`src/rtl/buzzer_pkg.sv`:
```
// buzzer_pkg: shared types and helpers for the buzzer arbiter.
//   state_e  : arbiter FSM state (IDLE/ON/GAP, 2-bit encoding)
//   NUM_REQ  : number of alarm requesters (3)
//   TIMER_W  : width of the on/gap timers and the tone counter
//   onehot3  : 2-bit index -> 3-bit one-hot (0 for an out-of-range index)
//   inc3     : index + 1 modulo 3
package buzzer_pkg;

   localparam int NUM_REQ = 3;
   localparam int TIMER_W = 8;

   typedef enum logic [1:0] {
      IDLE = 2'd0,
      ON   = 2'd1,
      GAP  = 2'd2
   } state_e;

   function automatic logic [NUM_REQ-1:0] onehot3(input logic [1:0] idx);
      case (idx)
         2'd0:    onehot3 = 3'b001;
         2'd1:    onehot3 = 3'b010;
         2'd2:    onehot3 = 3'b100;
         default: onehot3 = 3'b000;
      endcase
   endfunction

   function automatic logic [1:0] inc3(input logic [1:0] idx);
      inc3 = (idx >= 2'd2) ? 2'd0 : idx + 2'd1;
   endfunction

endpackage

```
`src/rtl/buzzer_arbiter_rr_pick3.sv`:
```
// rr_pick3: combinational winner selection among three pending requests.
//   pend_i : pending request bits
//   rr_i   : round-robin start index (absent in the fixed-priority build)
//   win_o  : index of the selected requester (0 when none)
//   vld_o  : a winner exists (pend_i != 0)
// Build option: BUZZER_ARB_FIXED_PRIO_EN selects lowest-index-wins instead
// of scanning from rr_i.
module rr_pick3
   import buzzer_pkg::*;
(
   input  logic [NUM_REQ-1:0] pend_i,
`ifndef BUZZER_ARB_FIXED_PRIO_EN
   input  logic [1:0]         rr_i,
`endif
   output logic [1:0]         win_o,
   output logic               vld_o
);

`ifdef BUZZER_ARB_FIXED_PRIO_EN
   always_comb begin
      win_o = 2'd0;
      vld_o = 1'b1;
      if      (pend_i[0]) win_o = 2'd0;
      else if (pend_i[1]) win_o = 2'd1;
      else if (pend_i[2]) win_o = 2'd2;
      else                vld_o = 1'b0;
   end
`else
   logic [1:0] c0, c1, c2;

   // Scan order rr, rr+1, rr+2 (mod 3); first set bit wins.
   always_comb begin
      c0    = rr_i;
      c1    = inc3(c0);
      c2    = inc3(c1);
      win_o = 2'd0;
      vld_o = 1'b1;
      if      (pend_i[c0]) win_o = c0;
      else if (pend_i[c1]) win_o = c1;
      else if (pend_i[c2]) win_o = c2;
      else                 vld_o = 1'b0;
   end
`endif

endmodule

```
`src/rtl/buzzer_arbiter.sv`:
```
// buzzer_arbiter: shares one piezo pin between three alarm requesters.
// Rising edges on req_i latch sticky pending bits; requesters are granted one
// at a time for an ON_CYC-cycle tone burst followed by GAP_CYC silent cycles.
// The tone half-period is TONE_HALF << index, so pitch identifies the source.
//   clk, rst_n : clock, asynchronous active-low reset
//   ena        : global enable; low freezes every register
//   req_i      : per-requester alarm level
//   buzz_o     : square wave during a burst, 0 otherwise
//   grant_o    : one-hot requester being sounded
//   pend_o     : requested but not yet granted
//   busy_o     : high in ON or GAP
// Build option: BUZZER_ARB_FIXED_PRIO_EN replaces round-robin with fixed
// priority (requester 0 highest) and removes the rr pointer.
module buzzer_arbiter
   import buzzer_pkg::*;
#(
   parameter int ON_CYC    = 31,
   parameter int GAP_CYC   = 4,
   parameter int TONE_HALF = 2
) (
   input  logic               clk,
   input  logic               rst_n,
   input  logic               ena,
   input  logic [NUM_REQ-1:0] req_i,
   output logic               buzz_o,
   output logic [NUM_REQ-1:0] grant_o,
   output logic [NUM_REQ-1:0] pend_o,
   output logic               busy_o
);

   localparam logic [TIMER_W-1:0] ON_LOAD  = TIMER_W'(ON_CYC - 1);
   localparam logic [TIMER_W-1:0] GAP_LOAD = TIMER_W'(GAP_CYC - 1);
   localparam logic [TIMER_W-1:0] ONE      = TIMER_W'(1);

   state_e               state_q, state_d;
   logic                 buzz_q, buzz_d;
   logic [NUM_REQ-1:0]   grant_q, grant_d;
   logic [NUM_REQ-1:0]   pend_q, pend_d;
   logic [NUM_REQ-1:0]   prev_q;
   logic [TIMER_W-1:0]   on_q, on_d;
   logic [TIMER_W-1:0]   gap_q, gap_d;
   logic [TIMER_W-1:0]   tone_q, tone_d;
   logic [TIMER_W-1:0]   tone_lim;
   logic [1:0]           w_q, w_d;
   logic [NUM_REQ-1:0]   clr;
   logic [1:0]           win;
   logic                 win_vld;
`ifndef BUZZER_ARB_FIXED_PRIO_EN
   logic [1:0]           rr_q, rr_d;
`endif

   rr_pick3 u_pick (
      .pend_i (pend_q),
`ifndef BUZZER_ARB_FIXED_PRIO_EN
      .rr_i   (rr_q),
`endif
      .win_o  (win),
      .vld_o  (win_vld)
   );

   always_comb begin
      state_d  = state_q;
      buzz_d   = buzz_q;
      grant_d  = grant_q;
      on_d     = on_q;
      gap_d    = gap_q;
      tone_d   = tone_q;
      w_d      = w_q;
      clr      = '0;
`ifndef BUZZER_ARB_FIXED_PRIO_EN
      rr_d     = rr_q;
`endif
      tone_lim = (TIMER_W'(TONE_HALF) << w_q) - ONE;

      case (state_q)
         IDLE: begin
            if (win_vld) begin
               state_d = ON;
               grant_d = onehot3(win);
               clr     = onehot3(win);
               on_d    = ON_LOAD;
               tone_d  = '0;
               buzz_d  = 1'b1;
               w_d     = win;
`ifndef BUZZER_ARB_FIXED_PRIO_EN
               rr_d    = inc3(win);
`endif
            end
         end
         ON: begin
            if (tone_q == tone_lim) begin
               buzz_d = ~buzz_q;
               tone_d = '0;
            end else begin
               tone_d = tone_q + ONE;
            end
            if (on_q == '0) begin
               state_d = GAP;
               grant_d = '0;
               buzz_d  = 1'b0;
               tone_d  = '0;
               gap_d   = GAP_LOAD;
            end else begin
               on_d = on_q - ONE;
            end
         end
         GAP: begin
            if (gap_q == '0) state_d = IDLE;
            else             gap_d   = gap_q - ONE;
         end
         default: begin
            state_d = IDLE;
            grant_d = '0;
            buzz_d  = 1'b0;
            on_d    = '0;
            gap_d   = '0;
            tone_d  = '0;
         end
      endcase

      // Set after clear: an edge arriving on the grant cycle re-queues.
      pend_d = (pend_q & ~clr) | (req_i & ~prev_q);
   end

   always_ff @(posedge clk or negedge rst_n) begin
      if (!rst_n) begin
         state_q <= IDLE;
         buzz_q  <= 1'b0;
         grant_q <= '0;
         pend_q  <= '0;
         prev_q  <= '0;
         on_q    <= '0;
         gap_q   <= '0;
         tone_q  <= '0;
         w_q     <= '0;
`ifndef BUZZER_ARB_FIXED_PRIO_EN
         rr_q    <= '0;
`endif
      end else if (ena) begin
         state_q <= state_d;
         buzz_q  <= buzz_d;
         grant_q <= grant_d;
         pend_q  <= pend_d;
         prev_q  <= req_i;
         on_q    <= on_d;
         gap_q   <= gap_d;
         tone_q  <= tone_d;
         w_q     <= w_d;
`ifndef BUZZER_ARB_FIXED_PRIO_EN
         rr_q    <= rr_d;
`endif
      end
   end

   assign buzz_o  = buzz_q;
   assign grant_o = grant_q;
   assign pend_o  = pend_q;
   assign busy_o  = (state_q == ON) || (state_q == GAP);

endmodule

```
`config.mk`:
```
export PLATFORM = sky130hd
export DESIGN_NAME = buzzer_arbiter
export DESIGN_NICKNAME = d
export VERILOG_FILES = /design/src/rtl/buzzer_pkg.sv /design/src/rtl/buzzer_arbiter_rr_pick3.sv /design/src/rtl/buzzer_arbiter.sv
export SDC_FILE = /design/constraint.sdc
export NUM_CORES = 1
export LEC_CHECK = 0
export BUFFER_PORTS_ARGS = -buffer_cell sky130_fd_sc_hd__buf_2
export CORE_ASPECT_RATIO = 1.2
export CORE_MARGIN = 5
export CORE_UTILIZATION = 37
export DETAILED_ROUTE_END_ITERATION = 6
export MAX_ROUTING_LAYER = met4
export PLACE_DENSITY = 0.56
export SLEW_MARGIN = 20
export SYNTH_ARGS = -nofsm -noshare
export SYNTH_HDL_FRONTEND = slang
export SYNTH_SLANG_ARGS = --single-unit
```
`constraint.sdc`:
```
create_clock -name clk -period 2.22 [get_ports clk]
set_input_delay 0 -clock clk [delete_from_list [all_inputs] [get_ports clk]]
set_output_delay 0 -clock clk [all_outputs]
set_load 0.05 [all_outputs]
```
# --- Word level (Yosys, flattened, before mapping) ---
# Cells that the tools add are included.
op_classes:
  n_bitwise: 8
  muxes: 39
  magnitude_cmp: 6
  shifts: 1
  add_sub_neg: 7
  div: 0
  n_eq_ne: 11
  n_reduce_logical: 12
  n_mul: 0
op_table:
  columns: ["op", "n"]
  rows:
  - ["8-bit one-hot mux with 3 select lines", 3]
  - ["8-bit two-way mux", 7]
  - ["8-bit by 1-bit subtractor with 8-bit output, second input constant", 3]
  - ["4-bit AND reduction", 5]
  - ["2-bit two-way mux", 9]
  - ["3-bit one-hot mux with 3 select lines", 2]
  - ["8-bit zero test", 2]
  - ["3-bit two-way mux", 4]
  - ["2-bit by 3-bit < comparator with 1-bit output, second input constant", 3]
  - ["1-bit two-way mux", 9]
  - ["8-bit by 1-bit adder with 8-bit output, second input constant", 1]
  - ["8-bit equality test", 1]
  - ["2-bit inequality test, second input constant", 4]
  - ["2-bit by 2-bit left shift with 8-bit output, first input constant", 1]
  - ["2-bit by 1-bit adder with 2-bit output, second input constant", 3]
  - ["3-bit bitwise AND", 2]
  - ["1-bit binary-select mux with 2-bit select", 3]
  - ["2-bit greater-or-equal comparator, second input constant", 3]
  - ["3-bit NOT", 2]
  - ["2-bit one-hot mux with 3 select lines", 1]
  - ["3-bit AND reduction", 2]
  - ["2-bit by 1-bit equality test with 1-bit output, second input constant", 2]
  - ["2-bit equality test, second input constant", 2]
  - ["2-bit zero test", 2]
  - ["6 further kinds", 8]
totals:
  mem_bits_rw: 0
  mem_bits_ro: 0
  reg_bits: 40
  elab_cells: 94
  output_inout_bits: 8
  latch_bits: 0
  mem_count: 0

# --- Logic depth before layout (Yosys ltp) ---
# Gate-level depths: netlist of run 1.
logic_depth:
  depth_word: 16
  mapped_depth: 9
  ltp_nobuf: 7

# --- Cells and area by module ---
# A second synthesis of run 1 with hierarchy kept.
unflattened:
  hier_cells: 239
  hier_area_um2: 2154.6
by_module_without_submodules:
  columns: ["module", "cells_each", "n_inst", "area_per_inst_um2"]
  rows:
  - ["buzzer_arbiter", 231, 1, 2105.8]
  - ["rr_pick3", 8, 1, 48.8]

# --- Worst setup path after synthesis of run 1 ---
# No wires, ideal clock.
synth_timing:
  kind: "flip-flop to flip-flop"
  from: "register pend_q[2] (netlist: pend_o[2])"
  to: "register pend_q[2] (netlist: pend_o[2])"
  setup_ns: 0.122
  arrival_ns: 1.708
  setup_slack_ns: 0.389
  path_stages_with_launch: 6
  path_buffers: 0
  cell_sequence: "dfrtp_1 > a21boi_1 > nor3_1 > or2_1 > or2_1 > o2bb2ai_1"
synth_between:
  elab_chain_len: 12
synth_rtl:
  columns: ["element", "line_no", "source"]
  rows:
  - ["start, declared", "buzzer_arbiter.sv:38", "logic [NUM_REQ-1:0] pend_q, pend_d;"]
  - ["start signal, assigned", "buzzer_arbiter.sv:143", "pend_q <= pend_d;"]
  - ["1-bit binary-select mux with 2-bit select", "buzzer_arbiter_rr_pick3.sv:40", "else if (pend_i[c2]) win_o = c2;"]
  - ["1-bit two-way mux (implied by the code)", "buzzer_arbiter_rr_pick3.sv:40", null]
  - ["2-bit two-way mux", "buzzer_arbiter_rr_pick3.sv:40", null]
  - ["2-bit two-way mux", "buzzer_arbiter_rr_pick3.sv:39", "else if (pend_i[c1]) win_o = c1;"]
  - ["2-bit two-way mux", "buzzer_arbiter_rr_pick3.sv:38", "if (pend_i[c0]) win_o = c0;"]
  - ["2-bit equality test, or another cell as far along", "buzzer_pkg.sv:19", "case (idx)"]
  - ["3-bit one-hot mux with 3 select lines", "buzzer_pkg.sv:19", null]
  - ["3-bit two-way mux", "buzzer_arbiter.sv:77", "if (win_vld) begin"]
  - ["3-bit two-way mux", "buzzer_arbiter.sv:75", "case (state_q)"]
  - ["3-bit NOT", "buzzer_arbiter.sv:122", "pend_d = (pend_q & ~clr) | (req_i & ~prev_q);"]
  - ["3-bit bitwise AND *", "buzzer_arbiter.sv:122", null]
  - ["3-bit OR *", "buzzer_arbiter.sv:122", null]
# Mark *: on every way between the ends. The rest lies on a longest branch, timed or not. The select of a mux whose other input is x is not followed.
# A chain may end at the register's enable or synchronous reset.

# --- Final worst setup path of run 1 ---
layout_timing:
  from: "register on_q[0]"
  to: "register gap_q[4]"
layout_between:
  elab_chain_len: 3
layout_rtl:
  columns: ["element", "line_no", "source"]
  rows:
  - ["start, declared", "buzzer_arbiter.sv:40", "logic [TIMER_W-1:0] on_q, on_d;"]
  - ["start signal, assigned", "buzzer_arbiter.sv:145", "on_q <= on_d;"]
  - ["8-bit zero test", "buzzer_arbiter.sv:97", "if (on_q == '0) begin"]
  - ["2-bit inequality test (no line)", null, null]
  - ["4-bit AND reduction (no line)", null, null]
  - ["end signal, assigned", "buzzer_arbiter.sv:146", "gap_q <= gap_d;"]
  - ["end, declared", "buzzer_arbiter.sv:41", "logic [TIMER_W-1:0] gap_q, gap_d;"]
# No other way between the ends.

==> results of run 1 <==
==> worst paths after layout <==
| path | start | endpoint | slack, ns | cells after the start |
|---|---|---|---|---|
| hold reg to reg | prev_q[0] | pend_o[0] | 0.44 | 1 |
| min in group asynchronous | rst_n | on_q[3] | 0.37 | 2 |
| hold / removal | ena | prev_q[1] | 0.05 | 2 |
| setup reg to reg | on_q[0] | gap_q[4] | 0.36 | 7 |
| setup / recovery | on_q[0] | gap_q[4] | 0.36 | 7 |
| max in group asynchronous | rst_n | gap_q[7] | 1.30 | 2 |
==> registers in the layout (all words and copies together) (netlist names) <==
| register | flops |
|---|---|
| prev_q | 3 |
| tone_q | 8 |
| w_q | 2 |
| state_q | 2 |
| rr_q | 2 |
| buzz_o | 1 |
| pend_o | 3 |
| grant_o | 3 |
| gap_q | 8 |
| on_q | 8 |
==> cells in the mapped netlist, types with 2 or more instances <==
| cell type | number |
|---|---|
| ha_1 | 8 |
| nand2_1 | 27 |
| a31oi_1 | 3 |
| nor3_1 | 6 |
| a21o_1 | 2 |
| dfrtp_1 | 40 |
| o31ai_1 | 2 |
| nand4_1 | 11 |
| o41ai_2 | 2 |
| o2bb2ai_1 | 3 |
| clkbuf_1 | 2 |
| buf_2 | 2 |
| nand3_1 | 6 |
| nor2b_1 | 6 |
| a21oi_1 | 6 |
| or2_1 | 2 |
| xor2_1 | 8 |
| inv_1 | 12 |
| o21ai_0 | 24 |
| and3_1 | 2 |
| o21ai_1 | 6 |
| nor2_1 | 19 |
==> area by class of cell <==
class                      instances  share of cell area (%)
multi-input combinational        170                    43.5
clock buffer                       7                    3.80
sequential                        40                    39.5
tap                               80                    3.95
clock inverter                     1                    1.18
timing repair buffer              24                    6.22
inverter                          13                    1.92
==> kinds of logic after synthesis <==
| kind of cell | after synthesis | synth area share, % |
|---|---|---|
| simple gates | 93 | 23.4 |
| compound gates | 58 | 18.2 |
| flops | 40 | 46.1 |
| buf+inv | 17 | 3.06 |
| xor+xnor | 9 | 3.63 |
| fa+ha+maj | 8 | 4.61 |
| mux | 2 | 0.980 |
==> worst register-to-register path, cell delays in order, from the launching register on <==
cell	delay, ns
dfrtp_1	0.41
inv_1	0.09
ha_1	0.13
nor3b_1	0.29
a21bo_4	0.23
and4_4	0.28
nand3_4	0.12
o31ai_2	0.23
==> cells in the final DEF (no fill, tap or decap), types with 4 or more instances in the layout <==
cell type,n
clkbuf_8,7
nor2b_1,6
nor2_1,19
dlygate4sd3_1,4
nand4_1,11
nand2_1,27
o21ai_0,24
buf_2,13
ha_1,8
o21ai_1,6
a21oi_1,6
inv_1,12
nor3_1,6
buf_4,7
nand3_1,6
xor2_1,8
dfrtp_1,40
==> routing by layer <==
| layer | GRT usage [%] | part of all wire [%] |
|---|---|---|
| met1 | 16.6 | 48 |
| met3 | 3.17 | 2.3 |
| met4 | 3.80 | 1.2 |
| met2 | 21.8 | 49 |
| met5 | - | 0 |
==> power breakdown <==
part / total [mW] / internal (mW) / leakage [nW] / switching [mW]
registers: 1.25 / 0.981 / 0.517 / 0.265
logic: 1.90 / 0.698 / 0.574 / 1.20
clock network: 0.649 / 0.397 / 0.0645 / 0.252
==> flow_metrics.env, run 1 <==
export IMPL_ant_nets=0
export IMPL_vias=1712
export IMPL_ys_warn_count=0
export IMPL_cts_sinks=40
export IMPL_path_max_fanout=7
export IMPL_final_setup_viol_count=0
export IMPL_drt_iter0_drc=70
export IMPL_postCtsSetupRepairBufs=0
export IMPL_synth_top_area_share_pct=46.1
export IMPL_synth_edff_count=0
export IMPL_rsz0062_at_grt="no"
export IMPL_cts_tree="yes"
export IMPL_drive_gt1_share_pct=16.5
export IMPL_dp_cells=323
export IMPL_ys_seq_area_share_pct=46.1
export IMPL_dpl_hpwl_mm=3.23
export IMPL_endpoint_kind="flip-flop"
export IMPL_fill_cells=548
export IMPL_post_route_period_util_pct=83.9
export IMPL_synth_distinct_cells=50
export IMPL_hold_class="input port to flip-flop"
export IMPL_core_area_um2=5670
export IMPL_nets=268
export IMPL_synth_largest_area_cell="dfrtp_1"
export IMPL_grt_max_degree=41
export IMPL_fmax_ghz=0.537
export IMPL_relSlewSlack_pct=40.9
export IMPL_synth_flop_cell="dfrtp_1"
export IMPL_initial_utilization_pct=38.3
export IMPL_ios=14
export IMPL_cts_buffers=5
export IMPL_instances_no_fill=335
export IMPL_gp_congestion=0.760
export IMPL_path_class="flip-flop to flip-flop"
export IMPL_post_cts_resize_count=0
export IMPL_synth_ff_latch_count=40
export IMPL_seqCellArea_um2=1000
export IMPL_utilization_pct=44.7
export IMPL_tightest_slew_ns=0.886
export IMPL_io_buffers=13
export IMPL_synth_async_reset_ratio_pct=100
export IMPL_synth_area_per_cell_um2=9.56
export IMPL_die_h_um=93.9
export IMPL_setup_ws_ns=0.358
export IMPL_num_rows=30
export IMPL_hold_violations=0
export IMPL_synth_cells=227
export IMPL_p_leak_nw=1.16
export IMPL_dp_slack_ns=0.364
export IMPL_path_clk_slew_ns=0.08
export IMPL_htree_num_levels=2
export IMPL_max_stage_delay_ns=0.41
export IMPL_num_antenna_cells=0
export IMPL_grt_ovfl_total=0
export IMPL_place_area_um2=2370
export IMPL_path_delay_family="simple AND/OR/NAND/NOR gates"
export IMPL_via_per_inst=5.11
export IMPL_root_buffer="clkbuf_8"
export IMPL_max_clock_path_buffers=2
export IMPL_wl_per_cell_um=13.2
export IMPL_grt_pass1_vias=1691
export IMPL_cp_arrival_ns=2.06
export IMPL_slew_viol_final=0
export IMPL_multi_input_area_um2=1100
export IMPL_period_needed_ns=1.86
export IMPL_crit_slowest_cell="dfrtp_1"
export IMPL_crit_buf_inv=1
export IMPL_routed_wl_mm=4.43
export IMPL_crit_chain="inv_1 -> ha_1 -> nor3b_1 -> a21bo_4 -> and4_4 -> nand3_4 -> o31ai_2"
export IMPL_design_die_area_um2=7500
export IMPL_synth_net_count=241
export IMPL_area_growth_synth_to_final_pct=16.9
export IMPL_cts_hold_buffers=4
export IMPL_finalClockSkew_ns=0.00284
export IMPL_outcome="complete, no violations"
export IMPL_netlist_area_um2=2170
export IMPL_worstPathRequired_ns=2.42
export IMPL_peakVddDrop_mv=0.720
export IMPL_synthTopCellsByArea="dfrtp_1 46%, o21ai_0 5.5%, nand2_1 4.7%"
export IMPL_die_w_um=79.9
export IMPL_grt_pass1_wl_mm=7.75
export IMPL_drc=0
export IMPL_stdcell_area_um2=2540
export IMPL_powerDensity_nw_per_um2=1500
export IMPL_antenna_found_initial=0
export IMPL_setup_tns_ns=0
export IMPL_clk_latency_ns=0.29
export IMPL_whs_ns=0.0469
export IMPL_drt_pass1_iterations=4
export IMPL_fin_total_pwr_mw=3.79
export IMPL_track_usage_pct=13.4
export IMPL_startpoint_type="flip-flop"
export IMPL_timing_max_cap_violations=0
No activity file was read; power rests on OpenSTA's default activity.
==> inputs of run 2 (changes only) <==
PLACE_DENSITY = 0.58   (was 0.56)
clock period = 1.7 ns   (was 2.22 ns; I/O delays follow)
==> run 2 against run 1 <==
The run now ends with negative setup slack left. Combinational power is 68% higher. Clock skew grew 0.0028 ns. Non-clock buffer count grew 36. Sequential share of layout area shrank 4.8 points. Critical endpoint is now on_q[5]. Largest power group unchanged. Highest routed layer unchanged.
==> flow_metrics.env, run 2 (synthesized netlist as in run 1, its figures left out) <==
export IMPL_outcome="finished, violations left"
export IMPL_violations="negative setup slack"
export IMPL_timing_max_cap_violations=0
export IMPL_cts_buffers=5
export IMPL_num_antenna_cells=0
export IMPL_path_max_fanout=4
export IMPL_r2r_end="on_q[5]"
export IMPL_ant_nets=0
export IMPL_path_class="flip-flop to flip-flop"
export IMPL_core_area_um2=5670
export IMPL_grt_util_met3_pct=2.98
export IMPL_relSlewSlack_pct=67.1
export IMPL_vias=1852
export IMPL_critPathCapture="on_q[5]"
export IMPL_p_leak_nw=1.33
export IMPL_internal_power_mw=3.20
export IMPL_startpoint_type="flip-flop"
export IMPL_grt_pass1_vias=1889
export IMPL_die_h_um=93.9
export IMPL_whs_ns=0.0411
export IMPL_num_rows=30
export IMPL_p_sw_share_pct=43.3
export IMPL_slew_viol_final=0
export IMPL_hold_class="input port to flip-flop"
export IMPL_grt_pass1_wl_mm=8.68
export IMPL_fmax_ghz=0.584
export IMPL_ios=14
export IMPL_drt_iter0_drc=79
export IMPL_tightest_slew_ns=0.489
export IMPL_grt_max_degree=17
export IMPL_rsz0062_at_grt="yes"
export IMPL_clk_latency_ns=0.30
export IMPL_post_route_period_util_pct=101
export IMPL_p_sw_mw=2.45
export IMPL_endpoint_kind="flip-flop"
export IMPL_root_buffer="clkbuf_8"
export IMPL_drt_pass1_iterations=4
export IMPL_met2_usage_pct=24.5
export IMPL_worstPathRequired_ns=1.88
export IMPL_design_die_area_um2=7500
export IMPL_setup_ws_ns=-0.0123
export IMPL_wl_per_cell_um=13.0
export IMPL_hold_violations=0
export IMPL_reg_top3="gap_q (8), on_q (8), tone_q (8)"
export IMPL_routed_wl_mm=4.81
export IMPL_max_clock_path_buffers=2
export IMPL_critPathLaunch="state_q[0]"
export IMPL_io_buffers=13
export IMPL_drive_gt1_share_pct=32.0
export IMPL_cp_arrival_ns=1.89
export IMPL_powerDensity_nw_per_um2=1950
export IMPL_fill_cells=527
export IMPL_most_common_layout_cells="41 x buf_4, 39 x dfrtp_1, 25 x nand2_1"
export IMPL_utilization_pct=51.0
export IMPL_use_met1_pct=18.2
export IMPL_antenna_found_initial=0
export IMPL_pwr_share_comb_pct=56.4
export IMPL_gp_congestion=0.814
export IMPL_htree_num_levels=2
export IMPL_reg2reg_from="state_q[0]"
export IMPL_dp_slack_ns=-0.0288
export IMPL_cts_tree="yes"
export IMPL_final_common_cell="buf_4"
export IMPL_nets=304
export IMPL_grt_ovfl_total=0
export IMPL_rr_worst_depth=8
export IMPL_track_usage_pct=14.9
export IMPL_power_frac_seq_pct=28.2
export IMPL_final_setup_viol_count=2
export IMPL_period_needed_ns=1.71
export IMPL_die_w_um=79.9
export IMPL_area_growth_synth_to_final_pct=33.2
export IMPL_dpl_hpwl_mm=3.68
export IMPL_peakVddDrop_mv=0.887
export IMPL_drc=0
export IMPL_grt_busiest_layer="met2"
export IMPL_path_clk_slew_ns=0.08
export IMPL_cts_sinks=40
export IMPL_initial_utilization_pct=38.3
export IMPL_via_per_inst=4.99
export IMPL_finalClockSkew_ns=0.00568
export IMPL_reg2reg_slack_ns=-0.01
export IMPL_clockPowerShare_pct=15.3
run 2: area by class of cell:
cell class                      instances  area (um2)  area share (%)
Sequential cell                        40        1000            34.7
Timing Repair Buffer                   60         444            15.4
Clock buffer                            7        96.3            3.33
Inverter                               13        51.3            1.77
Tap cell                               80         100            3.46
Clock inverter                          1        30.0            1.04
Multi-Input combinational cell        170        1170            40.3
run 2: metal layers:
layer,share of wire (%),vias up,wire [um]
met5,0,-,0
met4,1.4,0,67
met3,2.6,6,127
met2,50,20,2430
met1,45,880,2180
li1,-,946,-
run 2: worst min path at each step:
stage               startpoint        end  slack (ns)  depth (start not counted)
floorplan                rst_n     buzz_o       -0.30                          0
global placement         rst_n    on_q[2]       -0.07                          1
detailed placement       rst_n    on_q[2]       -0.06                          1
CTS                        ena  prev_q[1]        0.03                          2
global route               ena  pend_o[0]        0.09                          3
finish                     ena  prev_q[1]        0.04                          2
run 2: repair_timing:
item	4_1_cts	5_1_grt
endpoints found under the hold margin	46	0
endpoints found under the setup margin	12	26
setup buffers	0	3
cloned	0	0
hold buffers	4	0
gates resized for setup	2	21
pin swaps	3	15
run 2: worst max-delay path, cell delays in order (launching register included):
cell,delay (ns)
dfrtp_1,0.40
inv_2,0.10
ha_4,0.15
inv_4,0.03
o41a_1,0.45
buf_4,0.18
nand4_1,0.08
xor2_1,0.16
nor2_1,0.06
run 2: stage by stage:
stage                     setup TNS [ns]  total power [mW]  cells  area, um2
after floorplan                  -0.0670              3.53    227       2190
after global placement                 0              4.56    356       2640
after detailed placement         -0.0561              4.61    356       2640
after CTS                        -0.0172              5.53    368       2820
after global routing              -0.943              6.10    371       2890
final                            -0.0219              5.65    371       2890
run 2: power groups by stage:
stage,sequential [mW],combinational [mW],clock [mW]
after floorplan,1.82,1.71,0
after global placement,1.59,2.98,0
after detailed placement,1.59,3.01,0
after CTS,1.58,3.05,0.895
after global routing,1.65,3.53,0.925
final,1.59,3.19,0.866
